**config.mk**
```make
export PLATFORM = sky130hd
export DESIGN_NAME = uart_tx_arbiter
export DESIGN_NICKNAME = d
export VERILOG_FILES = /design/src/rtl/uart_pkg.sv /design/src/rtl/rr_pick.sv /design/src/rtl/uart_tx_arbiter.sv
export SDC_FILE = /design/constraint.sdc
export NUM_CORES = 1
export LEC_CHECK = 0
export BUFFER_PORTS_ARGS = -buffer_cell sky130_fd_sc_hd__buf_2
export CAP_MARGIN = 20
export CORE_UTILIZATION = 29
export DETAILED_ROUTE_END_ITERATION = 12
export PLACE_DENSITY_LB_ADDON = 0.05
export SLEW_MARGIN = 10
export SYNTH_ARGS = -nofsm -noshare
export SYNTH_HDL_FRONTEND = slang
export SYNTH_SLANG_ARGS = --single-unit
```
**constraint.sdc**
```tcl
create_clock -name clock_50mhz -period 2 [get_ports clock_50mhz]
set_input_delay 0.1 -clock clock_50mhz [delete_from_list [all_inputs] [get_ports clock_50mhz]]
set_output_delay 0.1 -clock clock_50mhz [all_outputs]
set_load 0.03 [all_outputs]
```
**src/rtl/uart_pkg.sv**
```systemverilog
// Shared definitions for the UART transmit-side blocks: FSM state encoding,
// clock/baud relationships and the default byte width.
package uart_pkg;

   localparam int DEF_DATA_W   = 8;
   localparam int CLK_HZ       = 50_000_000;
   localparam int BAUD         = 115200;
   // One bit time in system clocks (50e6 / 115200, truncated to 434).
   localparam int BIT_CYCLES   = CLK_HZ / BAUD;
   // Start + 8 data + stop bits.
   localparam int FRAME_CYCLES = BIT_CYCLES * 10;

   typedef enum logic [1:0] {
      ST_IDLE      = 2'd0,
      ST_ISSUE     = 2'd1,
      ST_WAIT_DONE = 2'd2,
      ST_GAP       = 2'd3
   } state_t;

endpackage

```
**src/rtl/rr_pick.sv**
```systemverilog
// Combinational round-robin picker: returns the first asserted request found
// searching upward from i_rr_ptr with wrap-around. Shared with the RX side.
module rr_pick #(
   parameter int N_REQ = 4
)(
   input  logic [N_REQ-1:0]         i_req,
   input  logic [$clog2(N_REQ)-1:0] i_rr_ptr,
   output logic [$clog2(N_REQ)-1:0] o_grant,
   output logic                     o_any_req
);

   localparam int IDX_W = $clog2(N_REQ);

   // Index i_rr_ptr + off folded back into 0..N_REQ-1 (both operands < N_REQ).
   function automatic logic [IDX_W-1:0] wrap_idx(input logic [IDX_W-1:0] base,
                                                  input int off);
      int s;
      s = int'(base) + off;
      if (s >= N_REQ) s = s - N_REQ;
      return s[IDX_W-1:0];
   endfunction

   // Scan from the farthest offset down so the nearest requester wins.
   always_comb begin
      o_grant   = '0;
      o_any_req = |i_req;
      for (int k = N_REQ - 1; k >= 0; k--) begin
         if (i_req[wrap_idx(i_rr_ptr, k)]) o_grant = wrap_idx(i_rr_ptr, k);
      end
   end

endmodule

```
**src/rtl/uart_tx_arbiter.sv**
```systemverilog
// Round-robin arbiter sharing one UART TX core among N_REQ byte producers.
// Grants one byte per frame, drives the core's start/busy/done handshake,
// aborts frames whose done never arrives, and enforces an idle gap between
// frames so receivers get line-idle time.
module uart_tx_arbiter
   import uart_pkg::*;
#(
   parameter int N_REQ          = 4,
   parameter int DATA_W         = DEF_DATA_W,
   parameter int GAP_CYCLES     = BIT_CYCLES,
   parameter int TIMEOUT_CYCLES = 5000
)(
   input  logic                      clock_50mhz,
   input  logic                      reset_pin,
   input  logic [N_REQ-1:0]          req,
   input  logic [N_REQ*DATA_W-1:0]   req_data,
   output logic [N_REQ-1:0]          req_ack,
   output logic [DATA_W-1:0]         tx_data,
   output logic                      tx_start,
   input  logic                      tx_busy,
   input  logic                      tx_done,
   output logic [$clog2(N_REQ)-1:0]  owner,
   output logic                      active,
   output logic                      timeout_err
);

   localparam int OWN_W    = $clog2(N_REQ);
   localparam int CNT_MAX  = (GAP_CYCLES > TIMEOUT_CYCLES) ? GAP_CYCLES : TIMEOUT_CYCLES;
   localparam int CNT_W    = $clog2(CNT_MAX + 1);
   localparam int GAP_LAST = (GAP_CYCLES > 0) ? GAP_CYCLES - 1 : 0;
   localparam int TO_LAST  = (TIMEOUT_CYCLES > 0) ? TIMEOUT_CYCLES - 1 : 0;

   state_t              r_state;
   logic [OWN_W-1:0]    r_rr_ptr;
   logic [OWN_W-1:0]    r_owner;
   logic [N_REQ-1:0]    r_req_ack;
   logic [DATA_W-1:0]   r_tx_data;
   logic                r_tx_start;
   logic                r_active;
   logic                r_timeout_err;
   logic [CNT_W-1:0]    r_gap_cnt;
   logic [CNT_W-1:0]    r_wdog_cnt;

   logic [OWN_W-1:0]    w_grant;
   logic                w_any_req;

   rr_pick #(
      .N_REQ (N_REQ)
   ) u_rr_pick (
      .i_req     (req),
      .i_rr_ptr  (r_rr_ptr),
      .o_grant   (w_grant),
      .o_any_req (w_any_req)
   );

   // Arbitration/sequencing FSM; every output is a register written here.
   always_ff @(posedge clock_50mhz or negedge reset_pin) begin
      if (!reset_pin) begin
         r_state       <= ST_IDLE;
         r_rr_ptr      <= '0;
         r_owner       <= '0;
         r_req_ack     <= '0;
         r_tx_data     <= '0;
         r_tx_start    <= 1'b0;
         r_active      <= 1'b0;
         r_timeout_err <= 1'b0;
         r_gap_cnt     <= '0;
         r_wdog_cnt    <= '0;
      end else begin
         // Pulse outputs default low; a state sets them for exactly one cycle.
         r_req_ack     <= '0;
         r_tx_start    <= 1'b0;
         r_timeout_err <= 1'b0;
         case (r_state)
            ST_IDLE: begin
               if (w_any_req) begin
                  r_tx_data          <= req_data[int'(w_grant)*DATA_W +: DATA_W];
                  r_owner            <= w_grant;
                  r_req_ack[w_grant] <= 1'b1;
                  r_rr_ptr           <= (int'(w_grant) == N_REQ - 1) ? '0 : w_grant + 1'b1;
                  r_active           <= 1'b1;
                  r_state            <= ST_ISSUE;
               end
            end
            ST_ISSUE: begin
               // Never start a frame on top of one the core is still shifting.
               if (!tx_busy) begin
                  r_tx_start <= 1'b1;
                  r_wdog_cnt <= '0;
                  r_state    <= ST_WAIT_DONE;
               end
            end
            ST_WAIT_DONE: begin
               if (tx_done || (r_wdog_cnt == CNT_W'(TO_LAST))) begin
                  r_timeout_err <= !tx_done;
                  if (GAP_CYCLES == 0) begin
                     r_active <= 1'b0;
                     r_state  <= ST_IDLE;
                  end else begin
                     r_gap_cnt <= '0;
                     r_state   <= ST_GAP;
                  end
               end else begin
                  r_wdog_cnt <= r_wdog_cnt + 1'b1;
               end
            end
            ST_GAP: begin
               if (r_gap_cnt == CNT_W'(GAP_LAST)) begin
                  r_active <= 1'b0;
                  r_state  <= ST_IDLE;
               end else begin
                  r_gap_cnt <= r_gap_cnt + 1'b1;
               end
            end
            default: begin
               r_active <= 1'b0;
               r_state  <= ST_IDLE;
            end
         endcase
      end
   end

   assign req_ack     = r_req_ack;
   assign tx_data     = r_tx_data;
   assign tx_start    = r_tx_start;
   assign owner       = r_owner;
   assign active      = r_active;
   assign timeout_err = r_timeout_err;

endmodule

```
Word-level counts from Yosys, hierarchy flattened --
Index checks and enable logic that the tools add are counted.
Storage, ports and cells: flip-flop bits (word level) 47, input port bits 40, output and inout port bits 17, word-level logic and storage cells 95
Cells by class: add/sub/neg operators 10, magnitude comparators 10, equality and inequality tests 12, shift operators 1, mux-type cells 39, reduce and logical (&&, ||, !) cells 13
Operators with widths (number):
- 13-bit two-way mux | 4
- 13-bit case mux with 2 select lines | 2
- 32-bit by 6-bit indexed part select with 8-bit output | 1
- 13-bit by 1-bit adder with 13-bit output, second input constant | 2
- 2-bit two-way mux | 13
- 2-bit by 3-bit < comparator with 1-bit output, second input constant | 5
- 13-bit equality test, second input constant | 1
- 13-bit by 9-bit equality test with 1-bit output, second input constant | 1
- 1-bit two-way mux | 11
- 2-bit != test, second input constant | 5
- 3-bit greater-or-equal comparator, second input constant | 3
- 3-bit AND reduction | 3
- 1-bit binary-select mux with 2-bit select | 4
- 4-bit two-way mux | 2
- 2-bit case mux with 4 select lines | 1
- 2-bit by 1-bit subtractor with 2-bit output, second input constant | 4
- 2-bit by 2-bit adder with 3-bit output, second input constant | 2
- 2-bit nonzero test | 3
- 2-bit by 1-bit equality test with 1-bit output, second input constant | 2
- 2-bit equality test, second input constant | 2
- 4-bit AND reduction | 1
- 4-bit OR reduction | 1
- 2-bit by 1-bit adder with 3-bit output, second input constant | 1
- 2-bit by 3-bit greater-or-equal comparator with 1-bit output, second input constant | 1
- other kinds (10) | 10

Longest topological paths before layout --
Gate-level depths: netlist of run 1.
depth in word-level cells 15, gate-level depth with buffers 8, mapped depth without buffers 7

Hierarchy --
A second synthesis of run 1 with hierarchy kept.
Second synthesis, totals: cells, all modules 296, area total of the unflattened synthesis 2902.8 sq um
Modules (own cells, without submodules):
- uart_tx_arbiter | instances 1, cells each 285, area an instance 2831.5 sq um
- rr_pick | instances 1, cells each 11, area an instance 71.3 sq um

Worst setup path after synthesis of run 1 --
Ideal clock, no wire load.
path type register to register, start register r_wdog_cnt[0], end register r_gap_cnt[8], data arrival time 1.719 ns, path slack 0.158 ns, cell stages (with the launch flop) 7, path buffers 0, period minus slack after synthesis 1.842 ns, cells stage by stage dfrtp_1 -> ha_1 -> and4_1 -> a31oi_1 -> and4bb_2 -> xnor2_1 -> nor2_1
Between the ends: word-level cells in the longest chain between the ends 4
RTL lines:
- start: declaration | RTL line uart_tx_arbiter.sv:42 | logic [CNT_W-1:0] r_wdog_cnt;
- start signal: assignment | RTL line uart_tx_arbiter.sv:104 | r_wdog_cnt <= r_wdog_cnt + 1'b1;
- 13-bit equality test | RTL line uart_tx_arbiter.sv:94 | if (tx_done || (r_wdog_cnt == CNT_W'(TO_LAST))) begin
- 1-bit logical OR | RTL line uart_tx_arbiter.sv:94
- 2-bit != test (no source line)
- 3-bit AND reduction (no source line)
- end signal: assignment | RTL line uart_tx_arbiter.sv:112 | r_gap_cnt <= r_gap_cnt + 1'b1;
- end: declaration | RTL line uart_tx_arbiter.sv:41 | logic [CNT_W-1:0] r_gap_cnt;
Every way passes these cells. A chain may end at the register's enable or synchronous reset.

Worst setup path in the final report of run 1 --
start register r_rr_ptr[1], end register r_tx_data[2] (netlist: tx_data[2])
Between the ends: word-level cells in the longest chain between the ends 10, elaborated cells on any way between the ends 28
RTL lines:
- start: declaration | RTL line uart_tx_arbiter.sv:34 | logic [OWN_W-1:0] r_rr_ptr;
- start signal: assignment | RTL line uart_tx_arbiter.sv:80 | r_rr_ptr <= (int'(w_grant) == N_REQ - 1) ? '0 : w_grant + 1'b1;
- 2-bit by 2-bit adder with 3-bit output | RTL line rr_pick.sv:18 | s = int'(base) + off;
- 3-bit greater-or-equal comparator or 2-bit by 1-bit subtractor with 2-bit output (tied branches) | RTL line rr_pick.sv:19 | if (s >= N_REQ) s = s - N_REQ;
- 2-bit two-way mux | RTL line rr_pick.sv:19
- 1-bit binary-select mux with 2-bit select | RTL line rr_pick.sv:28 | if (i_req[wrap_idx(i_rr_ptr, k)]) o_grant = wrap_idx(i_rr_ptr, k);
- 1-bit two-way mux (not written as such) | RTL line rr_pick.sv:28
- 2-bit two-way mux (3 in series) | RTL line rr_pick.sv:28
- 2-bit two-way mux (*) | RTL line rr_pick.sv:28
- 32-bit by 6-bit indexed part select with 8-bit output (*) | RTL line uart_tx_arbiter.sv:77 | r_tx_data <= req_data[int'(w_grant)*DATA_W +: DATA_W];
- end signal: assignment | RTL line uart_tx_arbiter.sv:77
- end: declaration | RTL line uart_tx_arbiter.sv:37 | logic [DATA_W-1:0] r_tx_data;
Mark *: on every way between the ends. The rest lies on a longest branch, timed or not. The select of a mux whose other input is x is not followed.

==> results of run 1 <==
## placed cells by master (no fill, tap or decap), types with 3 or more instances in the layout
cell / Yosys / final
xor2_1: 6 / 6
a211oi_1: 8 / 8
o21ai_0: 22 / 22
nor2_1: 30 / 30
mux2i_1: 10 / 10
a31oi_1: 4 / 4
nor3_1: 4 / 4
o22ai_1: 3 / 3
nand4_1: 15 / 15
nand2_1: 21 / 21
buf_2: 2 / 56
inv_1: 11 / 11
ha_1: 9 / 9
a21oi_1: 9 / 9
nor4b_2: 2 / 3
and2_1: 7 / 7
a2111oi_0: 8 / 7
a22o_1: 3 / 3
and3_2: 8 / 8
buf_4: 0 / 23
o31ai_1: 5 / 5
dfrtp_1: 47 / 47
nand2b_1: 4 / 4
nand3_1: 12 / 12
clkbuf_8: 0 / 7
## state kept, by name (all words and copies together), names as in the netlist
| signal | count |
|---|---|
| timeout_err | 1 |
| tx_data | 8 |
| r_state | 2 |
| owner | 2 |
| r_rr_ptr | 2 |
| tx_start | 1 |
| r_gap_cnt | 13 |
| r_wdog_cnt | 13 |
| req_ack | 4 |
| active | 1 |
## cells by family after synthesis
| logic type | Yosys count |
|---|---|
| AND/OR/NAND/NOR | 114 |
| AO/OA/AOI/OAI | 75 |
| flip-flops | 47 |
| buffers and inverters | 21 |
| multiplexers | 12 |
| adder cells (fa/ha/maj) | 9 |
| XOR/XNOR | 7 |
## cell type report
| cell class | instances | share of cell area |
|---|---|---|
| Tap cell | 108 | 0.0401 |
| Timing Repair Buffer | 81 | 0.140 |
| Inverter | 12 | 0.0156 |
| Multi-Input combinational cell | 217 | 0.426 |
| Sequential cell | 47 | 0.349 |
| Clock buffer | 8 | 0.0297 |
## metrics by stage
stage                     hold WS, ns  total power, mW  setup slack [ns]  cell area, um2  std cells
final                           0.119             3.99             0.110            3370        473
after global routing            0.128             4.31           0.00286            3370        473
after CTS                       0.113             4.02            0.0505            3350        473
after detailed placement       0.0909             3.36            0.0616            3230        463
after global placement         0.0968             3.36            0.0405            3230        463
after floorplan                -0.196             2.70             0.158            2700        285
## timing repair
action,CTS,global route
resized for setup,0,4
buffers inserted,0,0
endpoints found under the hold margin,48,0
endpoints found under the setup margin,0,3
hold buffers,2,0
## power groups by stage
stage               sequential (mW)  clock, mW  combinational [mW]
detailed placement             1.34          0                2.02
global route                   1.37      0.705                2.24
CTS                            1.33      0.671                2.02
finish                         1.33      0.644                2.02
floorplan                      1.60          0                1.11
global placement               1.34          0                2.02
## per-layer routing
layer / vias up / share of wire / GRT usage
li1: 1222 / - / -
met1: 1095 / 0.51 / 0.203
met5: - / 0 / 0
met4: 0 / 0.0068 / 0.0344
met2: 56 / 0.44 / 0.232
met3: 5 / 0.045 / 0.0305
## worst paths after layout
path                                   from       endpoint  slack (ns)  cells after the start
worst max-delay path            r_rr_ptr[1]     tx_data[2]        0.11                      6
worst min-delay path                tx_done    timeout_err        0.12                      3
worst max register to register  r_rr_ptr[1]     tx_data[2]        0.11                      6
worst min register to register     owner[1]       owner[1]        0.49                      2
max in group asynchronous         reset_pin     r_state[1]        1.37                      3
min in group asynchronous         reset_pin  r_wdog_cnt[7]        0.29                      3
## worst max-delay path, cell delays in order (launching register included)
cell,delay (ns)
dfrtp_1,0.44
a21boi_0,0.17
o32a_2,0.25
and2_4,0.22
inv_8,0.08
a2111oi_0,0.49
a211oi_1,0.08
==> results by group, run 1 <==
Synthesis
  – Simple-gate share of the synthesized area: 0.227
  – Compound-gate portion of the synthesized area: 0.186
  – Seq/Total Area, Yosys: 0.435
  – Ranking of synthesized cells by instance count: dfrtp_1, nor2_1, o21ai_0
  – Xor/xnor cell area share of the yosys netlist: 0.0227
  – Post-synthesis mux area share: 0.0453
  – Most numerous cell in the Yosys netlist: dfrtp_1
  – Post-synth top area cell: dfrtp_1
  – Top cells by area in the synthesized netlist: dfrtp_1, ha_1, nor2_1
  – Synthesized net count: 334
  – Main combinational cell family by area after synthesis: simple AND/OR/NAND/NOR gates
  – Gate count of the mapped netlist: 285
  – Number of enable-type register cells in the synthesized netlist: 0
  – Fraction of registers with async set/reset: 1.00
  – Summed instance area of the synthesized netlist: 2700 um2
  – Area share of the largest cell type after synthesis: 0.435
  – Main flop type after synthesis: dfrtp_1
  – Flip-flop and latch count after synthesis: 47
  – Number of distinct library cell variants in the gate-level netlist after synthesis: 49
  – Yosys warning total: 0
  – Share of synthesized cell area in full adder, half adder and majority cells: 0.0416
  – Avg Inst Size Synth: 9.49 um2

Floorplan
  – Chip height: 98.6 um
  – Horizontal die dimension: 98.6 um
  – Core Rows: 34
  – Core Area: 8890 um2
  – Count of boundary I/O pins: 57
  – Area of the die: 9710 um2
  – Initial cell density of the core: 0.304

Critical path
  – Kind of capture point of the worst setup path: register
  – Required @ worst endpoint: 2.15 ns
  – Setup CP Type: reg2reg
  – Data arrival at the endpoint of the critical path: 2.04 ns
  – Largest fanout on the critical path: 19
  – Startpoint kind of the worst setup timing path: register

Layout
  – Final core utilization: 0.379
  – Filler Cell Count: 889
  – Count of nets after finishing: 413
  – Layout overhead on the synthesized area: 24.7%
  – Final antenna diode count: 0
  – Layout cells sized above 1: 0.293
  – Area occupied by registers: 1180 um2
  – Total area of multi-input combinational cells: 1440 um2

GRT
  – Total track usage: 0.146
  – Number of global-route vias before repair: 2348
  – Antenna violations before repair: 0
  – Total overflow reported by the global router: 0
  – First-pass GRT wire length: 11.4 mm
  – Largest net degree at the start of global routing: 29

Route
  – Routed WL: 6.72 mm
  – Remaining antenna violation count after routing: 0
  – Count of unresolved DRC violations after routing: 0
  – Average wire per standard cell: 14.2 um
  – Via count: 2378
  – Iteration count of the initial detailed-routing pass: 4
  – Via density: 5.03
  – Iteration-0 DRC count of the detailed router: 85

Pwr
  – Part of the power in registers: 0.333
  – Lkg Pwr: 1.58 nW
  – Switch Pwr: 1.73 mW
  – Internal Dissipation: 2.26 mW
  – IR Drop Worst-Case VDD: 459 uV
  – Share of power burned in combinational logic: 0.505
  – Fraction of power spent switching nets: 0.433
  – PD cells: 1180 nW/um2
  – Share of total power in the clock network: 0.161

Outcome
  – Result of the run: complete, no violations

CTS
  – Clk sink count: 47
  – Depth of the CTS H-tree: 2
  – CTS tree: yes
  – Buffer depth of the longest clock path: 2
  – Clock latency reported for the late side of the worst-skew pair: 0.30 ns
  – CTS root buffer: clkbuf_8
  – Clock slew seen by the registers of the worst setup and hold paths: 0.09 ns
  – TritonCTS buffer count: 5

STA
  – Final Skew: 0.0113 ns
  – Share of the clock period used by the worst path after layout: 0.945
  – Maximum clock rate: 529 MHz
  – Unrepaired setup endpoints after global routing: false
  – Count of endpoints failing hold in the final timing report: 0
  – Setup total negative slack: 0 ns
  – Final setup violating endpoints: 0
  – Clock period minus final worst setup slack: 1.89 ns
  – Worst-Margin Slew: 0.612 ns
  – Relative slew margins: 0.590
  – Final count of pins violating max slew: 0

Place
  – Final RePlAce weighted congestion: 0.782
  – Detailed Place HPWL: 5.02 mm
  – Number of port buffers: 56

Flow run
  – Max-cap viol count: 0

Min path
  – Path type of the worst min-delay path: in2reg
(Power assumes the default switching activity.)
==> run 2: changes to the inputs <==
--- a/config.mk
+++ b/config.mk
@@ -10,6 +10,7 @@
 export CORE_UTILIZATION = 29
 export DETAILED_ROUTE_END_ITERATION = 12
 export PLACE_DENSITY_LB_ADDON = 0.05
+export RECOVER_POWER = 100
 export SLEW_MARGIN = 10
 export SYNTH_ARGS = -nofsm -noshare
 export SYNTH_HDL_FRONTEND = slang
==> run 2 against run 1 <==
  * Hold slack got worse by 0.0016 ns
  * Critical endpoint unchanged
  * Combinational power decreased by 3%
  * Cell count unchanged
  * Largest power group unchanged
  * Non-clock buffer count unchanged
  * Clock power about the same
  * Sequential cell count unchanged
==> results by group, run 2 (synthesis results as in run 1) <==
Place
  – Number of cells in the design after placement: 463 (unchanged)
  – Final RePlAce weighted congestion: 0.782 (unchanged)
  – Detailed Place HPWL: 5.02 mm (unchanged)
  – Number of port buffers: 56 (unchanged)

Floorplan
  – Count of boundary I/O pins: 57 (unchanged)
  – Horizontal die dimension: 98.6 um (unchanged)
  – Initial cell density of the core: 0.304 (unchanged)
  – Chip height: 98.6 um (unchanged)
  – Core Area: 8890 um2 (unchanged)
  – Area of the die: 9710 um2 (unchanged)
  – Core Rows: 34 (unchanged)

Layout
  – Layout cells sized above 1: 0.233 (was 0.293)
  – Count of nets after finishing: 413 (unchanged)
  – Filler Cell Count: 904 (was 889)
  – Final core utilization: 0.375 (was 0.379)
  – Finished Layout Cells: 473 (unchanged)
  – Leading cell types in the layout, fill and taps excluded: dfrtp_1, buf_2, nor2_1 (was buf_2, dfrtp_1, nor2_1)
  – Most common cell after layout, fill and taps aside: dfrtp_1 (was buf_2)
  – Layout overhead on the synthesized area: 23.3% (was 24.7%)
  – Final antenna diode count: 0 (unchanged)

CTS
  – Buffer depth of the longest clock path: 2 (unchanged)
  – CTS tree: yes (unchanged)
  – Depth of the CTS H-tree: 2 (unchanged)
  – Clk sink count: 47 (unchanged)
  – TritonCTS buffer count: 5 (unchanged)
  – Post-CTS Setup Repair Bufs: 0 (unchanged)
  – Clock latency reported for the late side of the worst-skew pair: 0.30 ns (about the same)
  – Clock slew seen by the registers of the worst setup and hold paths: 0.09 ns (about the same)
  – CTS root buffer: clkbuf_8 (unchanged)

Route
  – Remaining antenna violation count after routing: 0 (unchanged)
  – Average wire per standard cell: 14.2 um (about the same)
  – Via density: 5.04 (was 5.03)
  – Routed WL: 6.70 mm (was 6.72 mm)
  – Count of unresolved DRC violations after routing: 0 (unchanged)
  – Via count: 2382 (was 2378)
  – Iteration-0 DRC count of the detailed router: 90 (was 85)
  – Iteration count of the initial detailed-routing pass: 4 (unchanged)

STA
  – Clock period minus final worst setup slack: 1.89 ns (about the same)
  – Final Skew: 0.0111 ns (was 0.0113 ns)
  – Worst-Margin Slew: 1.01 ns (was 0.612 ns)
  – Count of endpoints failing hold in the final timing report: 0 (unchanged)
  – Maximum clock rate: 529 MHz (about the same)
  – Share of the clock period used by the worst path after layout: 0.944 (was 0.945)
  – Final count of pins violating max slew: 0 (unchanged)
  – Final setup violating endpoints: 0 (unchanged)
  – Relative slew margins: 0.324 (was 0.590)
  – Unrepaired setup endpoints after global routing: false (unchanged)
  – Setup total negative slack: 0 ns (unchanged)

Min path
  – Endpoint, Worst Hold: timeout_err (unchanged)
  – Path type of the worst min-delay path: in2reg (unchanged)
  – Number of stages on the worst hold path: 3 (unchanged)
  – Startpoint of the worst hold path: tx_done (unchanged)

Critical path
  – Required @ worst endpoint: 2.15 ns (about the same)
  – Setup CP Type: reg2reg (unchanged)
  – Kind of capture point of the worst setup path: register (unchanged)
  – Reg2Reg Capture Point: tx_data[2] (unchanged)
  – Slowest cell delay on critical path: 0.49 ns (about the same)
  – Largest fanout on the critical path: 19 (unchanged)
  – Data arrival at the endpoint of the critical path: 2.04 ns (about the same)
  – Crit-path slowest cell: a2111oi_0 (unchanged)
  – Worst reg-to-reg setup slack: 0.11 ns (about the same)
  – Worst Reg-to-Reg Cells: 6 (unchanged)
  – Cell breakdown of the critical path: a21boi_0, o32a_2, and2_4, inv_8, a2111oi_0, a211oi_1 (unchanged)
  – R2r startpoint: r_rr_ptr[1] (unchanged)
  – Startpoint kind of the worst setup timing path: register (unchanged)

GRT
  – Total track usage: 0.146 (unchanged)
  – First-pass GRT wire length: 11.4 mm (unchanged)
  – Number of global-route vias before repair: 2348 (unchanged)
  – Total overflow reported by the global router: 0 (unchanged)
  – Largest net degree at the start of global routing: 29 (unchanged)
  – Antenna violations before repair: 0 (unchanged)

Pwr
  – Share of power burned in combinational logic: 0.498 (was 0.505)
  – Fraction of power spent switching nets: 0.439 (was 0.433)
  – IR Drop Worst-Case VDD: 456 uV (was 459 uV)
  – Share of total power in the clock network: 0.164 (was 0.161)
  – Switch Pwr: 1.73 mW (about the same)
  – Internal Dissipation: 2.21 mW (was 2.26 mW)
  – PD cells: 1180 nW/um2 (about the same)
  – Part of the power in registers: 0.339 (was 0.333)
  – Power Total: 3.94 mW (was 3.99 mW)
  – Lkg Pwr: 1.51 nW (was 1.58 nW)

Outcome
  – Result of the run: complete, no violations (unchanged)

Flow run
  – Max-cap viol count: 0 (unchanged)
run 2: per-stage QoR:
step                setup WS [ns]  hold slack, ns  area (um2)
floorplan                   0.158          -0.196        2700
global placement           0.0405          0.0968        3230
detailed placement         0.0616          0.0909        3230
CTS                        0.0505           0.113        3350
global route              0.00286           0.128        3330
finish                      0.111           0.117        3330
run 2: cell type report:
| type | count | area (um2) | area share |
|---|---|---|---|
| clock buffers | 8 | 100 | 0.0300 |
| inverters | 12 | 52.6 | 0.0158 |
| flip-flops and latches | 47 | 1180 | 0.353 |
| well taps | 108 | 135 | 0.0405 |
| multi-input cells | 217 | 1430 | 0.430 |
| repair buffers | 81 | 437 | 0.131 |
run 2: what timing repair did:
action                                  4_1_cts  5_1_grt
endpoints found under the hold margin        48        0
endpoints found under the setup margin        0        3
resized for setup                             0        4
hold buffers                                  2        0
run 2: how the worst max path moves through the flow:
stage                       start            to
floorplan           r_wdog_cnt[0]  r_gap_cnt[8]
global placement     r_gap_cnt[1]    r_state[1]
detailed placement   r_gap_cnt[1]    r_state[1]
CTS                  r_gap_cnt[1]    r_state[1]
global route          r_rr_ptr[1]    tx_data[0]
finish                r_rr_ptr[1]    tx_data[2]
run 2: per-layer routing:
| metal | vias to the layer above | share of wire | GRT usage |
|---|---|---|---|
| li1 | 1221 | - | - |
| met1 | 1092 | 0.50 | 0.203 |
| met2 | 64 | 0.44 | 0.232 |
| met3 | 5 | 0.047 | 0.0305 |
| met4 | 0 | 0.0069 | 0.0344 |
| met5 | - | 0 | 0 |
run 2: power by group through the flow:
stage | Sequential (mW) | Combinational (mW) | Clock, mW
4_1_cts | 1.33 | 2.02 | 0.671
5_1_grt | 1.37 | 2.18 | 0.705
6_report | 1.33 | 1.96 | 0.644
3_5_place_dp | 1.34 | 2.02 | 0
3_3_place_gp | 1.34 | 2.02 | 0
2_1_floorplan | 1.60 | 1.11 | 0
run 2: critical path, delay by kind of cell, from the launching register on:
family                 cells  cell delay, ns
AO/OA/AOI/OAI              4            0.99
flip-flops                 1            0.44
AND/OR/NAND/NOR            1            0.22
buffers and inverters      1            0.08
